<file path="config.mk">
export PLATFORM = sky130hd
export DESIGN_NAME = axis_weights_packer_flat
export DESIGN_NICKNAME = d
export VERILOG_FILES = /design/src/rtl/axis_weights_packer_if.sv /design/src/rtl/axis_weights_packer.sv /design/src/flat_wrapper.sv
export SDC_FILE = /design/constraint.sdc
export NUM_CORES = 1
export LEC_CHECK = 0
export CORE_ASPECT_RATIO = 1.5
export CORE_MARGIN = 2
export CORE_UTILIZATION = 61
export CTS_CLUSTER_SIZE = 24
export DETAILED_ROUTE_END_ITERATION = 8
export GPL_ROUTABILITY_DRIVEN = 0
export PLACE_DENSITY_LB_ADDON = 0.25
export SKIP_LAST_GASP = 1
export SYNTH_ARGS = -nofsm -noshare
export SYNTH_HDL_FRONTEND = slang
export SYNTH_SLANG_ARGS = --single-unit
</file>
<file path="constraint.sdc">
create_clock -name aclk -period 10.91 [get_ports aclk]
set_clock_uncertainty 0.05 [all_clocks]
set_input_delay 1.6365 -clock aclk [delete_from_list [all_inputs] [get_ports aclk]]
set_output_delay 1.6365 -clock aclk [all_outputs]
set_load 0.02 [all_outputs]
</file>
<file path="src/rtl/axis_weights_packer_if.sv">
// AXI-Stream bundle used on both sides of axis_weights_packer.
// DATA_W sets tdata; tkeep carries one bit per byte of tdata.
interface axis_weights_packer_if #(
  parameter int DATA_W = 8,
  localparam int KEEP_W = (DATA_W + 7) / 8
);
  logic              tvalid;
  logic              tready;
  logic [DATA_W-1:0] tdata;
  logic [KEEP_W-1:0] tkeep;
  logic              tlast;

  modport master (output tvalid, tdata, tkeep, tlast, input tready);
  modport slave  (input tvalid, tdata, tkeep, tlast, output tready);
endinterface

</file>
<file path="src/rtl/axis_weights_packer.sv">
// axis_weights_packer: packs weight words into wide AXI-Stream beats for the
// weight rotator. Each frame is a header beat, config beats and kernel rows;
// its length comes from a config latched at the start of the frame.
// Optional macro WEIGHTS_PACKER_FRAME_CHECK_EN: compare s_axis.tlast with the
// expected last word and raise a sticky err_frame_o on mismatch.
module axis_weights_packer #(
  parameter int WORD_WIDTH         = 8,
  parameter int S_WEIGHTS_WIDTH_HF = 64,
  parameter int CORES              = 2,
  parameter int MEMBERS            = 6,
  parameter int KH_MAX             = 3,
  parameter int IM_CIN_MAX         = 64,
  parameter int BITS_CFG           = 8,
  localparam int WPB       = S_WEIGHTS_WIDTH_HF / WORD_WIDTH,
  localparam int ROW       = CORES * MEMBERS,
  localparam int BITS_K    = $clog2(KH_MAX),
  localparam int BITS_CIN  = $clog2(IM_CIN_MAX),
  localparam int KEEP_W    = S_WEIGHTS_WIDTH_HF / 8,
  localparam int WB        = WORD_WIDTH / 8,
  localparam int TOTAL_MAX = WPB + ((1 << BITS_CFG) + (1 << BITS_K) * (1 << BITS_CIN)) * ROW,
  localparam int TW        = $clog2(TOTAL_MAX + 1),
  localparam int IDXW      = (WPB > 1) ? $clog2(WPB) : 1
) (
  input  logic                aclk,
  input  logic                aresetn,
  input  logic                cfg_valid_i,
  output logic                cfg_ready_o,
  input  logic [BITS_K-1:0]   cfg_k_1_i,
  input  logic [BITS_CIN-1:0] cfg_cin_1_i,
  input  logic [BITS_CFG-1:0] cfg_beats_config_1_i,
  axis_weights_packer_if.slave  s_axis,
  axis_weights_packer_if.master m_axis,
  output logic                busy_o,
  output logic                err_frame_o
);

  typedef enum logic [1:0] {IDLE, CALC, PACK, DRAIN} state_t;

  state_t                  state_q;
  logic [BITS_K-1:0]       k_1_q;
  logic [BITS_CIN-1:0]     cin_1_q;
  logic [BITS_CFG-1:0]     bc_1_q;
  logic [TW-1:0]           rem_q;
  logic [IDXW-1:0]         idx_q;
  logic [WORD_WIDTH-1:0]   buf_q [WPB];
  logic                    m_tvalid_q;
  logic [S_WEIGHTS_WIDTH_HF-1:0] m_tdata_q;
  logic [KEEP_W-1:0]       m_tkeep_q;
  logic                    m_tlast_q;

  logic                    s_hs;
  logic                    out_hs;
  logic                    last_word;
  logic                    beat_done;
  logic [S_WEIGHTS_WIDTH_HF-1:0] beat_data;
  logic [KEEP_W-1:0]       beat_keep;

  // Words in a frame: one header beat, then config beats and k*cin kernel rows.
  function automatic logic [TW-1:0] frame_total(input logic [BITS_K-1:0]   k_1,
                                                input logic [BITS_CIN-1:0] cin_1,
                                                input logic [BITS_CFG-1:0] bc_1);
    logic [TW-1:0] rows;
    rows = (TW'(k_1) + TW'(1)) * (TW'(cin_1) + TW'(1));
    return TW'(WPB) + (TW'(bc_1) + TW'(1) + rows) * TW'(ROW);
  endfunction

  assign s_hs      = s_axis.tvalid & s_axis.tready;
  assign out_hs    = m_tvalid_q & m_axis.tready;
  assign last_word = (rem_q == TW'(1));
  assign beat_done = s_hs & ((idx_q == IDXW'(WPB - 1)) | last_word);

  assign cfg_ready_o   = (state_q == IDLE);
  assign busy_o        = (state_q != IDLE);
  assign s_axis.tready = (state_q == PACK) & (~m_tvalid_q | m_axis.tready);

  assign m_axis.tvalid = m_tvalid_q;
  assign m_axis.tdata  = m_tdata_q;
  assign m_axis.tkeep  = m_tkeep_q;
  assign m_axis.tlast  = m_tlast_q;

  // Beat image: stored slots below idx, the incoming word at idx, zeros above.
  always_comb begin
    beat_data = '0;
    beat_keep = '0;
    for (int i = 0; i < WPB; i++) begin
      if (IDXW'(i) < idx_q) begin
        beat_data[i*WORD_WIDTH +: WORD_WIDTH] = buf_q[i];
        beat_keep[i*WB +: WB]                 = '1;
      end else if (IDXW'(i) == idx_q) begin
        beat_data[i*WORD_WIDTH +: WORD_WIDTH] = s_axis.tdata;
        beat_keep[i*WB +: WB]                 = '1;
      end
    end
  end

`ifdef WEIGHTS_PACKER_FRAME_CHECK_EN
  logic err_q;
  logic unused_in;
  assign unused_in   = ^s_axis.tkeep;
  assign err_frame_o = err_q;

  // Sticky frame-length error: tlast must mark exactly the final word.
  always_ff @(posedge aclk or negedge aresetn) begin
    if (!aresetn) begin
      err_q <= 1'b0;
    end else if (cfg_valid_i && state_q == IDLE) begin
      err_q <= 1'b0;
    end else if (s_hs && (s_axis.tlast != last_word)) begin
      err_q <= 1'b1;
    end
  end
`else
  logic unused_in;
  assign unused_in   = ^{s_axis.tkeep, s_axis.tlast};
  assign err_frame_o = 1'b0;
`endif

  // Frame FSM with packing datapath and registered output beat.
  always_ff @(posedge aclk or negedge aresetn) begin
    if (!aresetn) begin
      state_q    <= IDLE;
      k_1_q      <= '0;
      cin_1_q    <= '0;
      bc_1_q     <= '0;
      rem_q      <= '0;
      idx_q      <= '0;
      m_tvalid_q <= 1'b0;
      m_tdata_q  <= '0;
      m_tkeep_q  <= '0;
      m_tlast_q  <= 1'b0;
      for (int i = 0; i < WPB; i++) buf_q[i] <= '0;
    end else begin
      case (state_q)
        IDLE: begin
          if (cfg_valid_i) begin
            k_1_q   <= cfg_k_1_i;
            cin_1_q <= cfg_cin_1_i;
            bc_1_q  <= cfg_beats_config_1_i;
            state_q <= CALC;
          end
        end
        CALC: begin
          rem_q   <= frame_total(k_1_q, cin_1_q, bc_1_q);
          idx_q   <= '0;
          state_q <= PACK;
        end
        PACK: begin
          if (s_hs) begin
            buf_q[idx_q] <= s_axis.tdata;
            rem_q        <= rem_q - TW'(1);
            idx_q        <= beat_done ? '0 : idx_q + IDXW'(1);
          end
          // A new beat may overwrite one being accepted this cycle: no bubble.
          if (beat_done) begin
            m_tvalid_q <= 1'b1;
            m_tdata_q  <= beat_data;
            m_tkeep_q  <= beat_keep;
            m_tlast_q  <= last_word;
            if (last_word) state_q <= DRAIN;
          end else if (out_hs) begin
            m_tvalid_q <= 1'b0;
          end
        end
        DRAIN: begin
          if (out_hs) begin
            m_tvalid_q <= 1'b0;
            state_q    <= IDLE;
          end
        end
        default: state_q <= IDLE;
      endcase
    end
  end

endmodule

</file>
<file path="src/flat_wrapper.sv">
// flat-port wrapper written by rule: the top's interface ports become plain ports
module axis_weights_packer_flat 
#(
  parameter int WORD_WIDTH         = 8,
  parameter int S_WEIGHTS_WIDTH_HF = 64,
  parameter int CORES              = 2,
  parameter int MEMBERS            = 6,
  parameter int KH_MAX             = 3,
  parameter int IM_CIN_MAX         = 64,
  parameter int BITS_CFG           = 8,
  localparam int WPB       = S_WEIGHTS_WIDTH_HF / WORD_WIDTH,
  localparam int ROW       = CORES * MEMBERS,
  localparam int BITS_K    = $clog2(KH_MAX),
  localparam int BITS_CIN  = $clog2(IM_CIN_MAX),
  localparam int KEEP_W    = S_WEIGHTS_WIDTH_HF / 8,
  localparam int WB        = WORD_WIDTH / 8,
  localparam int TOTAL_MAX = WPB + ((1 << BITS_CFG) + (1 << BITS_K) * (1 << BITS_CIN)) * ROW,
  localparam int TW        = $clog2(TOTAL_MAX + 1),
  localparam int IDXW      = (WPB > 1) ? $clog2(WPB) : 1
)
  (aclk, aresetn, cfg_valid_i, cfg_ready_o, cfg_k_1_i, cfg_cin_1_i, cfg_beats_config_1_i, busy_o, err_frame_o, s_axis_tvalid, s_axis_tdata, s_axis_tkeep, s_axis_tlast, s_axis_tready, m_axis_tvalid, m_axis_tdata, m_axis_tkeep, m_axis_tlast, m_axis_tready);
  axis_weights_packer_if #(.DATA_W(8)) s_axis_i ();
  axis_weights_packer_if #(.DATA_W(64)) m_axis_i ();
  input  logic aclk;
  input  logic aresetn;
  input  logic cfg_valid_i;
  output logic cfg_ready_o;
  input  logic [BITS_K-1:0] cfg_k_1_i;
  input  logic [BITS_CIN-1:0] cfg_cin_1_i;
  input  logic [BITS_CFG-1:0] cfg_beats_config_1_i;
  output logic busy_o;
  output logic err_frame_o;
  input wire logic [$bits(s_axis_i.tvalid)-1:0] s_axis_tvalid;
  input wire logic [$bits(s_axis_i.tdata)-1:0] s_axis_tdata;
  input wire logic [$bits(s_axis_i.tkeep)-1:0] s_axis_tkeep;
  input wire logic [$bits(s_axis_i.tlast)-1:0] s_axis_tlast;
  output wire logic [$bits(s_axis_i.tready)-1:0] s_axis_tready;
  output wire logic [$bits(m_axis_i.tvalid)-1:0] m_axis_tvalid;
  output wire logic [$bits(m_axis_i.tdata)-1:0] m_axis_tdata;
  output wire logic [$bits(m_axis_i.tkeep)-1:0] m_axis_tkeep;
  output wire logic [$bits(m_axis_i.tlast)-1:0] m_axis_tlast;
  input wire logic [$bits(m_axis_i.tready)-1:0] m_axis_tready;
  assign s_axis_i.tvalid = s_axis_tvalid;
  assign s_axis_i.tdata = s_axis_tdata;
  assign s_axis_i.tkeep = s_axis_tkeep;
  assign s_axis_i.tlast = s_axis_tlast;
  assign s_axis_tready = s_axis_i.tready;
  assign m_axis_tvalid = m_axis_i.tvalid;
  assign m_axis_tdata = m_axis_i.tdata;
  assign m_axis_tkeep = m_axis_i.tkeep;
  assign m_axis_tlast = m_axis_i.tlast;
  assign m_axis_i.tready = m_axis_tready;
  axis_weights_packer #(.WORD_WIDTH(WORD_WIDTH), .S_WEIGHTS_WIDTH_HF(S_WEIGHTS_WIDTH_HF), .CORES(CORES), .MEMBERS(MEMBERS), .KH_MAX(KH_MAX), .IM_CIN_MAX(IM_CIN_MAX), .BITS_CFG(BITS_CFG)) u_core (.aclk(aclk), .aresetn(aresetn), .cfg_valid_i(cfg_valid_i), .cfg_ready_o(cfg_ready_o), .cfg_k_1_i(cfg_k_1_i), .cfg_cin_1_i(cfg_cin_1_i), .cfg_beats_config_1_i(cfg_beats_config_1_i), .s_axis(s_axis_i), .m_axis(m_axis_i), .busy_o(busy_o), .err_frame_o(err_frame_o));
endmodule
</file>
Word-level counts from Yosys, hierarchy flattened

Index checks and enable logic that the tools add are counted.

Bits in registers: 172
Bits of input ports: 31
Logic and storage cells: 121

Add/sub/neg operators: 7
Multipliers: 2
Order comparisons: 10
Equal/unequal tests: 17
Muxes and demuxes: 48
Bitwise operators: 8
Reduce and logical (&&, ||, !) cells: 11

Operators with widths:

| cell                    | count |
|---|---|
| $mux W8                 | 17 |
| $bwmux W64              | 1 |
| $pmux W13 S2            | 1 |
| $demux W8 S3            | 1 |
| $mux W1                 | 18 |
| $add A13 B13 Y13        | 1 |
| $add A4 B13 Y13 const A | 1 |
| $eq A13 B1 Y1 const B   | 1 |
| $mul A13 B13 Y13        | 1 |
| $mul A13 B2 Y11 const B | 1 |
| $mux W13                | 1 |
| $sub A13 B1 Y13 const B | 1 |
| $eq A3 B3 Y1 const A    | 4 |
| $lt A3 B3 Y1 const A    | 4 |
| $add A8 B1 Y9 const B   | 1 |
| $mux W2                 | 4 |
| $ne A2 B1 Y1 const B    | 4 |
| $pmux W2 S4             | 1 |
| $reduce_and A2 Y1       | 4 |
| $add A6 B1 Y7 const B   | 1 |
| $eq A2 B3 Y1 const A    | 2 |
| $lt A1 B3 Y1 const A    | 2 |
| $lt A2 B3 Y1 const A    | 2 |
| $mux W3                 | 2 |
| other kinds (20)        | 27 |

Logic depth before layout (Yosys ltp)

Gate-level depths: netlist of run 1.

Depth in word-level cells: 8
Depth in mapped cells: 22

Worst setup path after synthesis of run 1

No wires, ideal clock.

Path type: register to register
From: reg u_core.cin_1_q[0]
To: reg u_core.rem_q[12]
Library setup time: 0.127 ns
Arrival: 4.402 ns
Path slack: 6.331 ns
Cell stages (with the launch flop): 22
Buffers on the path: 0
Cells stage by stage: dfrtp_1 ha_1 xor2_1 and2_1 fa_1 inv_1 fa_1 inv_1 ha_1 a21oi_1 nand2b_1 nand2b_1 a21oi_1 xnor2_1 ha_1 nand2_1 o31a_1 o21ai_1 xnor2_1 xnor2_1 xnor2_1 o21ai_1

Word-level cells in the longest chain between the ends: 6

RTL lines:

| element                | line                       | RTL |
|---|---|---|
| from (decl)            | axis_weights_packer.sv:41  | `logic [BITS_CIN-1:0] cin_1_q;` |
| from (signal assigned) | axis_weights_packer.sv:137 | `cin_1_q <= cfg_cin_1_i;` |
| $add A6 B1 Y7          | axis_weights_packer.sv:63  | `rows = (TW'(k_1) + TW'(1)) * (TW'(cin_1) + TW'(1));` |
| $mul A13 B13 Y13       | axis_weights_packer.sv:63  |  |
| $add A13 B13 Y13       | axis_weights_packer.sv:64  | `return TW'(WPB) + (TW'(bc_1) + TW'(1) + rows) * TW'(ROW);` |
| $mul A13 B2 Y11        | axis_weights_packer.sv:64  |  |
| $add A4 B13 Y13        | axis_weights_packer.sv:64  |  |
| $pmux W13 S2           | axis_weights_packer.sv:133 | `case (state_q)` |
| to (signal assigned)   | axis_weights_packer.sv:143 | `rem_q <= frame_total(k_1_q, cin_1_q, bc_1_q);` |
| to (signal assigned)   | axis_weights_packer.sv:150 | `rem_q <= rem_q - TW'(1);` |
| to (decl)              | axis_weights_packer.sv:43  | `logic [TW-1:0] rem_q;` |

Every way passes these cells.
A chain may end at the register's enable or synchronous reset.

Worst setup path in the final report of run 1

From: reg u_core.cin_1_q[0]
To: reg u_core.rem_q[11]

Same word-level chain as after synthesis.

==> metrics.txt, run 1 <==
# TYPE chip_impl_metric gauge
chip_impl_info{name="outcome",value="completed"} 1
chip_impl_metric{name="route.vias.total",unit=""} 6778
chip_impl_metric{name="layout.core_utilization",unit=""} 0.739
chip_impl_info{name="synth_commonest_cells",value="164 x sky130_fd_sc_hd__dfrtp_1, 86 x sky130_fd_sc_hd__nor2_1, 74 x sky130_fd_sc_hd__mux2_2"} 1
chip_impl_metric{name="ctsHtreeMaxLevel",unit=""} 4
chip_impl_metric{name="place.detailed.hpwl",unit="um"} 13700
chip_impl_metric{name="tightest_pin_transition",unit="ns"} 0.947
chip_impl_metric{name="max-vdd-ir-drop",unit="V"} 0.000120
chip_impl_metric{name="detailed_route_drc_error_count",unit=""} 0
chip_impl_info{name="timing.critical_path.to_type",value="register"} 1
chip_impl_metric{name="die_height",unit="um"} 151
chip_impl_metric{name="postCtsResizedCells",unit=""} 0
chip_impl_metric{name="grt_max_degree",unit=""} 89
chip_impl_metric{name="fillers",unit=""} 964
chip_impl_metric{name="num_antenna_cells",unit=""} 0
chip_impl_metric{name="first_global_vias",unit=""} 6865
chip_impl_info{name="grt_setup_unrepaired",value="no"} 1
chip_impl_info{name="critPathTopFamily",value="adder cells"} 1
chip_impl_metric{name="nets",unit=""} 1003
chip_impl_metric{name="drt_wl_total",unit="um"} 19900
chip_impl_metric{name="antenna_found_initial",unit=""} 0
chip_impl_metric{name="maxSlewHeadroom",unit=""} 0.369
chip_impl_metric{name="clk_transition_reported_paths",unit="ns"} 0.07
chip_impl_metric{name="die_width",unit="um"} 102
chip_impl_metric{name="yosysWarnings",unit=""} 0
chip_impl_metric{name="power_density",unit="nW/um^2"} 255
chip_impl_metric{name="cp.required",unit="ns"} 11.16
chip_impl_metric{name="synthesis.area_per_instance",unit="um^2"} 10.3
chip_impl_metric{name="areaGrowthSynthToFinish",unit="%"} 18.5
chip_impl_metric{name="fin_crit_sh",unit=""} 0.484
chip_impl_metric{name="flip_flop_and_latch_area",unit="um^2"} 4100
chip_impl_info{name="hold_class",value="reg2reg"} 1
chip_impl_info{name="critPathKind",value="reg2reg"} 1
chip_impl_metric{name="timing.setup.tns",unit="ns"} 0
chip_impl_metric{name="drv.max_cap_violation_count",unit=""} 0
chip_impl_metric{name="setup_viol",unit=""} 0
chip_impl_metric{name="clkLatencyLatePin",unit="ns"} 0.42
chip_impl_metric{name="synthesis.nets",unit=""} 926
chip_impl_metric{name="max_slew_violation_total_from_the_final_report",unit=""} 0
chip_impl_info{name="ys_dominant_reg_cell",value="sky130_fd_sc_hd__dfrtp_1"} 1
chip_impl_metric{name="cts_num_sinks",unit=""} 164
chip_impl_info{name="tritoncts",value="done"} 1
chip_impl_info{name="worst_path_max_delay_cell",value="sky130_fd_sc_hd__o311ai_0"} 1
chip_impl_metric{name="drive_gt1_frac",unit=""} 0.133
chip_impl_metric{name="wl_per_cell",unit="um"} 17.7
chip_impl_metric{name="place_worst_setup_slack",unit="ns"} 5.73
chip_impl_metric{name="synth_seq_cells",unit=""} 164
chip_impl_metric{name="cts_post_setup_buffers_inserted",unit=""} 0
chip_impl_info{name="yosysTopAreaCell",value="sky130_fd_sc_hd__dfrtp_1"} 1
chip_impl_metric{name="cells_after_synthesis",unit=""} 846
chip_impl_info{name="crit_path_frequent_cell",value="sky130_fd_sc_hd__ha_1"} 1
chip_impl_metric{name="grt_pass1_wl",unit="um"} 32700
chip_impl_metric{name="critPathMaxStageDelay",unit="ns"} 0.70
chip_impl_metric{name="yosysSeqAreaShare",unit=""} 0.470
chip_impl_metric{name="report.final.hold_viol_count",unit=""} 0
chip_impl_metric{name="initial_utilization",unit=""} 0.624
chip_impl_metric{name="coreArea",unit="um^2"} 14000
chip_impl_metric{name="cts_buffers",unit=""} 17
chip_impl_metric{name="drt_first_pass_iters",unit=""} 7
chip_impl_metric{name="fin_worst_hold_slack",unit="ns"} 0.441
chip_impl_info{name="yosys-top-cells-area",value="sky130_fd_sc_hd__dfrtp_1 47%, sky130_fd_sc_hd__mux2_2 9.5%, sky130_fd_sc_hd__ha_1 5.0%"} 1
chip_impl_metric{name="drt-initial-drc-count",unit=""} 428
chip_impl_metric{name="synthDominantCellAreaShare",unit=""} 0.470
chip_impl_metric{name="cp_data_arrival_time",unit="ns"} 5.53
chip_impl_info{name="cp_cell_sequence",value="ha_1 > nand3_1 > xor2_1 > nor2b_1 > fa_1 > inv_1 > fa_1 > inv_1 > ha_1 > o21ai_0 > a21oi_1 > nor2_1 > xnor2_1 > ha_1 > o311ai_0 > nor2_1 > nand4_1 > xor2_1 > o21ai_1"} 1
chip_impl_metric{name="p_total",unit="uW"} 2640
chip_impl_metric{name="power.static_leakage",unit="uW"} 0.00450
chip_impl_metric{name="final_antenna_net_count",unit=""} 0
chip_impl_metric{name="finalWorstPathRequiredPeriod",unit="ns"} 5.28
chip_impl_metric{name="fmax",unit="MHz"} 189
chip_impl_metric{name="synth_edf_count",unit=""} 0
chip_impl_metric{name="io-pin-count",unit=""} 109
chip_impl_metric{name="portBuffers",unit=""} 105
chip_impl_metric{name="clockBufferDepth",unit=""} 2
chip_impl_info{name="ctsRootBufferMaster",value="sky130_fd_sc_hd__clkbuf_16"} 1
chip_impl_metric{name="postCtsHoldBufs",unit=""} 0
chip_impl_metric{name="num_rows",unit=""} 53
chip_impl_metric{name="grt-ovfl-total",unit=""} 0
chip_impl_metric{name="global_route_usage_over_all_layers",unit=""} 0.273
chip_impl_metric{name="netlist_area",unit="um^2"} 8730
chip_impl_metric{name="timing.final.ws_setup",unit="ns"} 5.63
chip_impl_metric{name="buffer_and_inverter_count_on_the_worst_path",unit=""} 2
chip_impl_metric{name="route.detailed.vias_per_inst",unit=""} 6.01
chip_impl_info{name="yosysMostFrequentCell",value="sky130_fd_sc_hd__dfrtp_1"} 1
chip_impl_metric{name="synth_cell_type_count",unit=""} 61
chip_impl_metric{name="multi_input_area",unit="um^2"} 4240
chip_impl_metric{name="postSynth.asyncResetShare",unit=""} 1.00
chip_impl_info{name="cp-start-kind",value="register"} 1
chip_impl_metric{name="die_area",unit="um^2"} 15300
chip_impl_metric{name="path_max_fanout",unit=""} 7
-- worst paths after layout --
| check | from | to | slack (ns) | cells after the start |
|---|---|---|---|---|
| min reg2reg | u_core.m_axis.tkeep[7] | u_core.m_axis.tkeep[7] | 0.44 | 1 |
| max reg2reg | u_core.cin_1_q[0] | u_core.rem_q[11] | 5.63 | 19 |
| min | u_core.m_axis.tkeep[7] | u_core.m_axis.tkeep[7] | 0.44 | 1 |
| min in group asynchronous | aresetn | u_core.m_axis.tdata[49] | 1.22 | 1 |
| max | u_core.cin_1_q[0] | u_core.rem_q[11] | 5.63 | 19 |
| max in group asynchronous | aresetn | u_core.rem_q[8] | 8.15 | 2 |
-- metal layers --
metal,share of wire,track usage
met5,0,0
met4,0.026,0.111
met3,0.052,0.0515
met2,0.54,0.489
met1,0.38,0.317
-- sequential cells by signal, summed over array words and instances, names as in the netlist --
signal,cells
u_core.cin_1_q,6
u_core.bc_1_q,8
u_core.rem_q,13
u_core.buf_q,56
u_core.m_axis.tkeep,8
u_core.idx_q,3
u_core.m_axis.tvalid,1
u_core.state_q,2
u_core.m_axis.tdata,64
u_core.m_axis.tlast,1
u_core.k_1_q,2
-- cells by family (layout without fill, tap and decap cells) --
logic type      Yosys count  count (layout)  synth area share
simple gates            265             265             0.144
other cells               1               1          0.000430
xor+xnor                 34              34            0.0341
buf+inv                  85             174            0.0447
flops                   164             164             0.470
compound gates          174             174             0.129
mux                      74              74            0.0955
fa+ha+maj                49              49            0.0823
-- power by group --
group | internal, uW | switching (uW) | total [uW]
combinational | 481 | 534 | 1020
clock | 315 | 253 | 568
sequential | 865 | 187 | 1050
total | 1660 | 975 | 2640
-- layout make-up --
cell class                 count  share of cell area
tap                          192              0.0232
inverter                      36              0.0131
timing repair buffer         107               0.103
clock buffer                  17              0.0411
multi-input combinational    597               0.410
clock inverter                14              0.0127
sequential                   164               0.397
-- worst register-to-register path: cells and delay by family, from the launching register on --
| kind | cells | cell delay [ns] |
|---|---|---|
| AO/OA/AOI/OAI | 4 | 1.12 |
| XOR/XNOR | 3 | 0.76 |
| adder cells (fa/ha/maj) | 5 | 1.99 |
| buffers and inverters | 2 | 0.10 |
| flip-flops | 1 | 0.48 |
| AND/OR/NAND/NOR | 5 | 0.64 |
-- cells in the final DEF, fill, tap and decap left out, types with 8 or more instances in the layout --
cell	synthesis	routed
sky130_fd_sc_hd__mux2_2	74	74
sky130_fd_sc_hd__clkbuf_16	0	17
sky130_fd_sc_hd__xnor2_1	19	19
sky130_fd_sc_hd__nor2_1	86	86
sky130_fd_sc_hd__nand3_1	49	49
sky130_fd_sc_hd__xor2_1	15	15
sky130_fd_sc_hd__o21ai_0	25	25
sky130_fd_sc_hd__a22oi_1	28	28
sky130_fd_sc_hd__inv_1	34	34
sky130_fd_sc_hd__ha_1	35	35
sky130_fd_sc_hd__fa_1	14	14
sky130_fd_sc_hd__dfrtp_1	164	164
sky130_fd_sc_hd__nand2_1	70	70
sky130_fd_sc_hd__a31oi_1	32	32
sky130_fd_sc_hd__a21o_1	11	11
sky130_fd_sc_hd__clkdlybuf4s50_1	0	104
sky130_fd_sc_hd__a21oi_1	47	47
sky130_fd_sc_hd__nor2b_1	10	10
sky130_fd_sc_hd__and2_1	8	8
-- per-stage QoR --
stage / cell area, um^2 / instances
3_5_place_dp: 9790 / 1096
2_1_floorplan: 8730 / 846
3_3_place_gp: 9790 / 1096
4_1_cts: 10300 / 1127
6_report: 10300 / 1127
5_1_grt: 10300 / 1127
Power figures use the tool's default switching activity.
==> inputs of run 2 (changes only) <==
--- a/config.mk
+++ b/config.mk
@@ -7,7 +7,7 @@
 export LEC_CHECK = 0
 export CORE_ASPECT_RATIO = 1.5
 export CORE_MARGIN = 2
-export CORE_UTILIZATION = 61
+export CORE_UTILIZATION = 56
 export CTS_CLUSTER_SIZE = 24
 export DETAILED_ROUTE_END_ITERATION = 8
 export GPL_ROUTABILITY_DRIVEN = 0
==> constraint.sdc (replaced) <==
create_clock -name aclk -period 4.9 [get_ports aclk]
set_clock_uncertainty 0.05 [all_clocks]
set_input_delay 0.735 -clock aclk [delete_from_list [all_inputs] [get_ports aclk]]
set_output_delay 0.735 -clock aclk [all_outputs]
set_load 0.02 [all_outputs]
==> run 2 against run 1 <==
Against the previous run:
- power rose by 120%
- worst hold slack got worse by 0.11 ns
- critical path depth rose by 3
- clock-buffer cell count rose by 1
- highest routed layer unchanged
==> metrics.txt, run 2 (synthesis results as in run 1) <==
# TYPE chip_impl_metric gauge
chip_impl_metric{name="portBuffers",unit=""} 105
chip_impl_info{name="ctsRootBufferMaster",value="sky130_fd_sc_hd__clkbuf_16"} 1
chip_impl_metric{name="route.met2.wl",unit="um"} 10500
chip_impl_metric{name="cts_buffers",unit=""} 17
chip_impl_info{name="crit_path_frequent_cell",value="sky130_fd_sc_hd__xnor2_1"} 1
chip_impl_metric{name="route.vias.total",unit=""} 6626
chip_impl_metric{name="die_width",unit="um"} 106
chip_impl_metric{name="post-route-cell-area",unit="um^2"} 10700
chip_impl_metric{name="detailed_route_drc_error_count",unit=""} 0
chip_impl_metric{name="power.sequential.fraction",unit=""} 0.393
chip_impl_metric{name="largest_register_ffs",unit=""} 64
chip_impl_metric{name="clock_power_share",unit=""} 0.226
chip_impl_info{name="outcome",value="completed"} 1
chip_impl_metric{name="fmax",unit="MHz"} 209
chip_impl_info{name="cp-start-kind",value="register"} 1
chip_impl_metric{name="routed_met3_length",unit="um"} 691
chip_impl_metric{name="die_area",unit="um^2"} 16600
chip_impl_metric{name="routedLengthMet1",unit="um"} 7880
chip_impl_metric{name="layout.core_utilization",unit=""} 0.708
chip_impl_info{name="layout.cells.most_common_list",value="162 x sky130_fd_sc_hd__dfrtp_1, 104 x sky130_fd_sc_hd__clkdlybuf4s50_1, 86 x sky130_fd_sc_hd__nor2_1"} 1
chip_impl_metric{name="setup_viol",unit=""} 0
chip_impl_metric{name="num_rows",unit=""} 55
chip_impl_metric{name="wl_per_cell",unit="um"} 17.3
chip_impl_metric{name="cp.required",unit="ns"} 5.15
chip_impl_metric{name="nets",unit=""} 1017
chip_impl_info{name="top_signal_layer_used",value="met4"} 1
chip_impl_metric{name="finalWorstPathRequiredPeriod",unit="ns"} 4.78
chip_impl_metric{name="place.detailed.hpwl",unit="um"} 13300
chip_impl_metric{name="coreArea",unit="um^2"} 15100
chip_impl_metric{name="postCtsHoldBufs",unit=""} 0
chip_impl_metric{name="drt_wl_total",unit="um"} 19900
chip_impl_metric{name="power.share.switching",unit=""} 0.369
chip_impl_metric{name="io-pin-count",unit=""} 109
chip_impl_metric{name="route.detailed.vias_per_inst",unit=""} 5.77
chip_impl_metric{name="first_global_vias",unit=""} 6595
chip_impl_info{name="hold_class",value="in2async"} 1
chip_impl_metric{name="max-vdd-ir-drop",unit="V"} 0.000304
chip_impl_metric{name="r2r_slack",unit="ns"} 0.12
chip_impl_metric{name="cp_data_arrival_time",unit="ns"} 5.03
chip_impl_metric{name="power.static_leakage",unit="uW"} 0.00462
chip_impl_metric{name="antenna_found_initial",unit=""} 0
chip_impl_metric{name="report.final.hold_viol_count",unit=""} 0
chip_impl_metric{name="power_density",unit="nW/um^2"} 552
chip_impl_metric{name="max_slew_violation_total_from_the_final_report",unit=""} 0
chip_impl_metric{name="clockBufferDepth",unit=""} 2
chip_impl_metric{name="fin_crit_sh",unit=""} 0.975
chip_impl_metric{name="grt_max_degree",unit=""} 97
chip_impl_metric{name="drt-initial-drc-count",unit=""} 311
chip_impl_info{name="critPathKind",value="reg2reg"} 1
chip_impl_metric{name="pint",unit="uW"} 3730
chip_impl_metric{name="p_switching",unit="uW"} 2180
chip_impl_info{name="tritoncts",value="done"} 1
chip_impl_info{name="layout.cells.most_common",value="sky130_fd_sc_hd__dfrtp_1"} 1
chip_impl_info{name="cp_cell_sequence",value="ha_4 > nand3_2 > xor2_2 > nor2_1 > fa_1 > inv_1 > fa_1 > inv_1 > ha_2 > nand2_1 > a21oi_2 > nor2_1 > xnor2_2 > ha_4 > a21oi_2 > o21a_1 > o31a_1 > o21ai_2 > xnor2_1 > xnor2_1 > xnor2_1 > o21ai_1"} 1
chip_impl_metric{name="critPathMaxStageDelay",unit="ns"} 0.53
chip_impl_metric{name="path_max_fanout",unit=""} 5
chip_impl_metric{name="clk_transition_reported_paths",unit="ns"} 0.07
chip_impl_metric{name="final_antenna_net_count",unit=""} 0
chip_impl_metric{name="dpl_cell_area",unit="um^2"} 9890
chip_impl_info{name="critPathTopFamily",value="adder cells"} 1
chip_impl_metric{name="areaGrowthSynthToFinish",unit="%"} 22.8
chip_impl_metric{name="grt_pass1_wl",unit="um"} 32400
chip_impl_metric{name="num_antenna_cells",unit=""} 0
chip_impl_metric{name="initial_utilization",unit=""} 0.577
chip_impl_metric{name="drt_first_pass_iters",unit=""} 5
chip_impl_metric{name="drv.max_cap_violation_count",unit=""} 0
chip_impl_metric{name="die_height",unit="um"} 157
chip_impl_metric{name="buffer_and_inverter_count_on_the_worst_path",unit=""} 2
chip_impl_info{name="timing.critical_path.to_type",value="register"} 1
chip_impl_metric{name="global_route_usage_over_all_layers",unit=""} 0.248
chip_impl_metric{name="drive_gt1_frac",unit=""} 0.178
chip_impl_metric{name="tightest_pin_transition",unit="ns"} 0.993
chip_impl_metric{name="maxSlewHeadroom",unit=""} 0.333
chip_impl_metric{name="power.combinational.fraction",unit=""} 0.381
chip_impl_metric{name="cts_num_sinks",unit=""} 164
chip_impl_metric{name="grt-ovfl-total",unit=""} 0
chip_impl_metric{name="ctsHtreeMaxLevel",unit=""} 4
chip_impl_info{name="worst_path_max_delay_cell",value="sky130_fd_sc_hd__fa_1"} 1
chip_impl_metric{name="clkLatencyLatePin",unit="ns"} 0.42
## run 2: cell type report
class / count / area (um^2)
clock inverters: 14 / 169
clock buffers: 18 / 429
flip-flops and latches: 164 / 4110
well taps: 199 / 249
inverters: 36 / 135
fillers: 1157 / 4420
repair buffers: 121 / 1180
multi-input cells: 597 / 4450
## run 2: stage by stage
stage / cells / setup WS, ns / setup TNS (ns) / hold slack, ns / total power (uW)
6_report: 1149 / 0.125 / 0 / 0.330 / 5910
5_1_grt: 1149 / -0.155 / -0.330 / 0.406 / 6270
4_1_cts: 1146 / 0.0192 / 0 / 0.375 / 5950
3_5_place_dp: 1114 / 0.0432 / 0 / 0.419 / 4590
3_3_place_gp: 1114 / 0.137 / 0 / 0.427 / 4520
2_1_floorplan: 846 / 0.321 / 0 / 0.389 / 3650
## run 2: power by group through the flow
stage	Sequential, uW	Clock, uW	Combinational (uW)
2_1_floorplan	2580	0	1070
3_3_place_gp	2320	0	2200
3_5_place_dp	2340	0	2250
4_1_cts	2320	1360	2270
5_1_grt	2390	1420	2450
6_report	2320	1330	2250
## run 2: final timing paths
| kind | to | depth (start not counted) | startpoint |
|---|---|---|---|
| worst max-delay path | u_core.rem_q[12] | 22 | u_core.cin_1_q[1] |
| worst min-delay path | u_core.buf_q[12] | 1 | aresetn |
| worst max register to register | u_core.rem_q[12] | 22 | u_core.cin_1_q[1] |
| worst min register to register | u_core.m_axis.tkeep[7] | 1 | u_core.m_axis.tkeep[7] |
| max in group asynchronous | u_core.cin_1_q[3] | 2 | aresetn |
| min in group aclk | u_core.m_axis.tkeep[7] | 1 | u_core.m_axis.tkeep[7] |
## run 2: layer usage
layer / global-route usage / vias to the layer above
li1: - / 3150
met1: 0.298 / 3250
met2: 0.435 / 175
met3: 0.0410 / 51
met4: 0.113 / 0
met5: 0 / -
## run 2: repair_timing
action / in CTS / in global routing
setup endpoints to repair: 0 / 4
setup buffers: 0 / 3
resized for setup: 0 / 38
hold endpoints to repair: 0 / 0
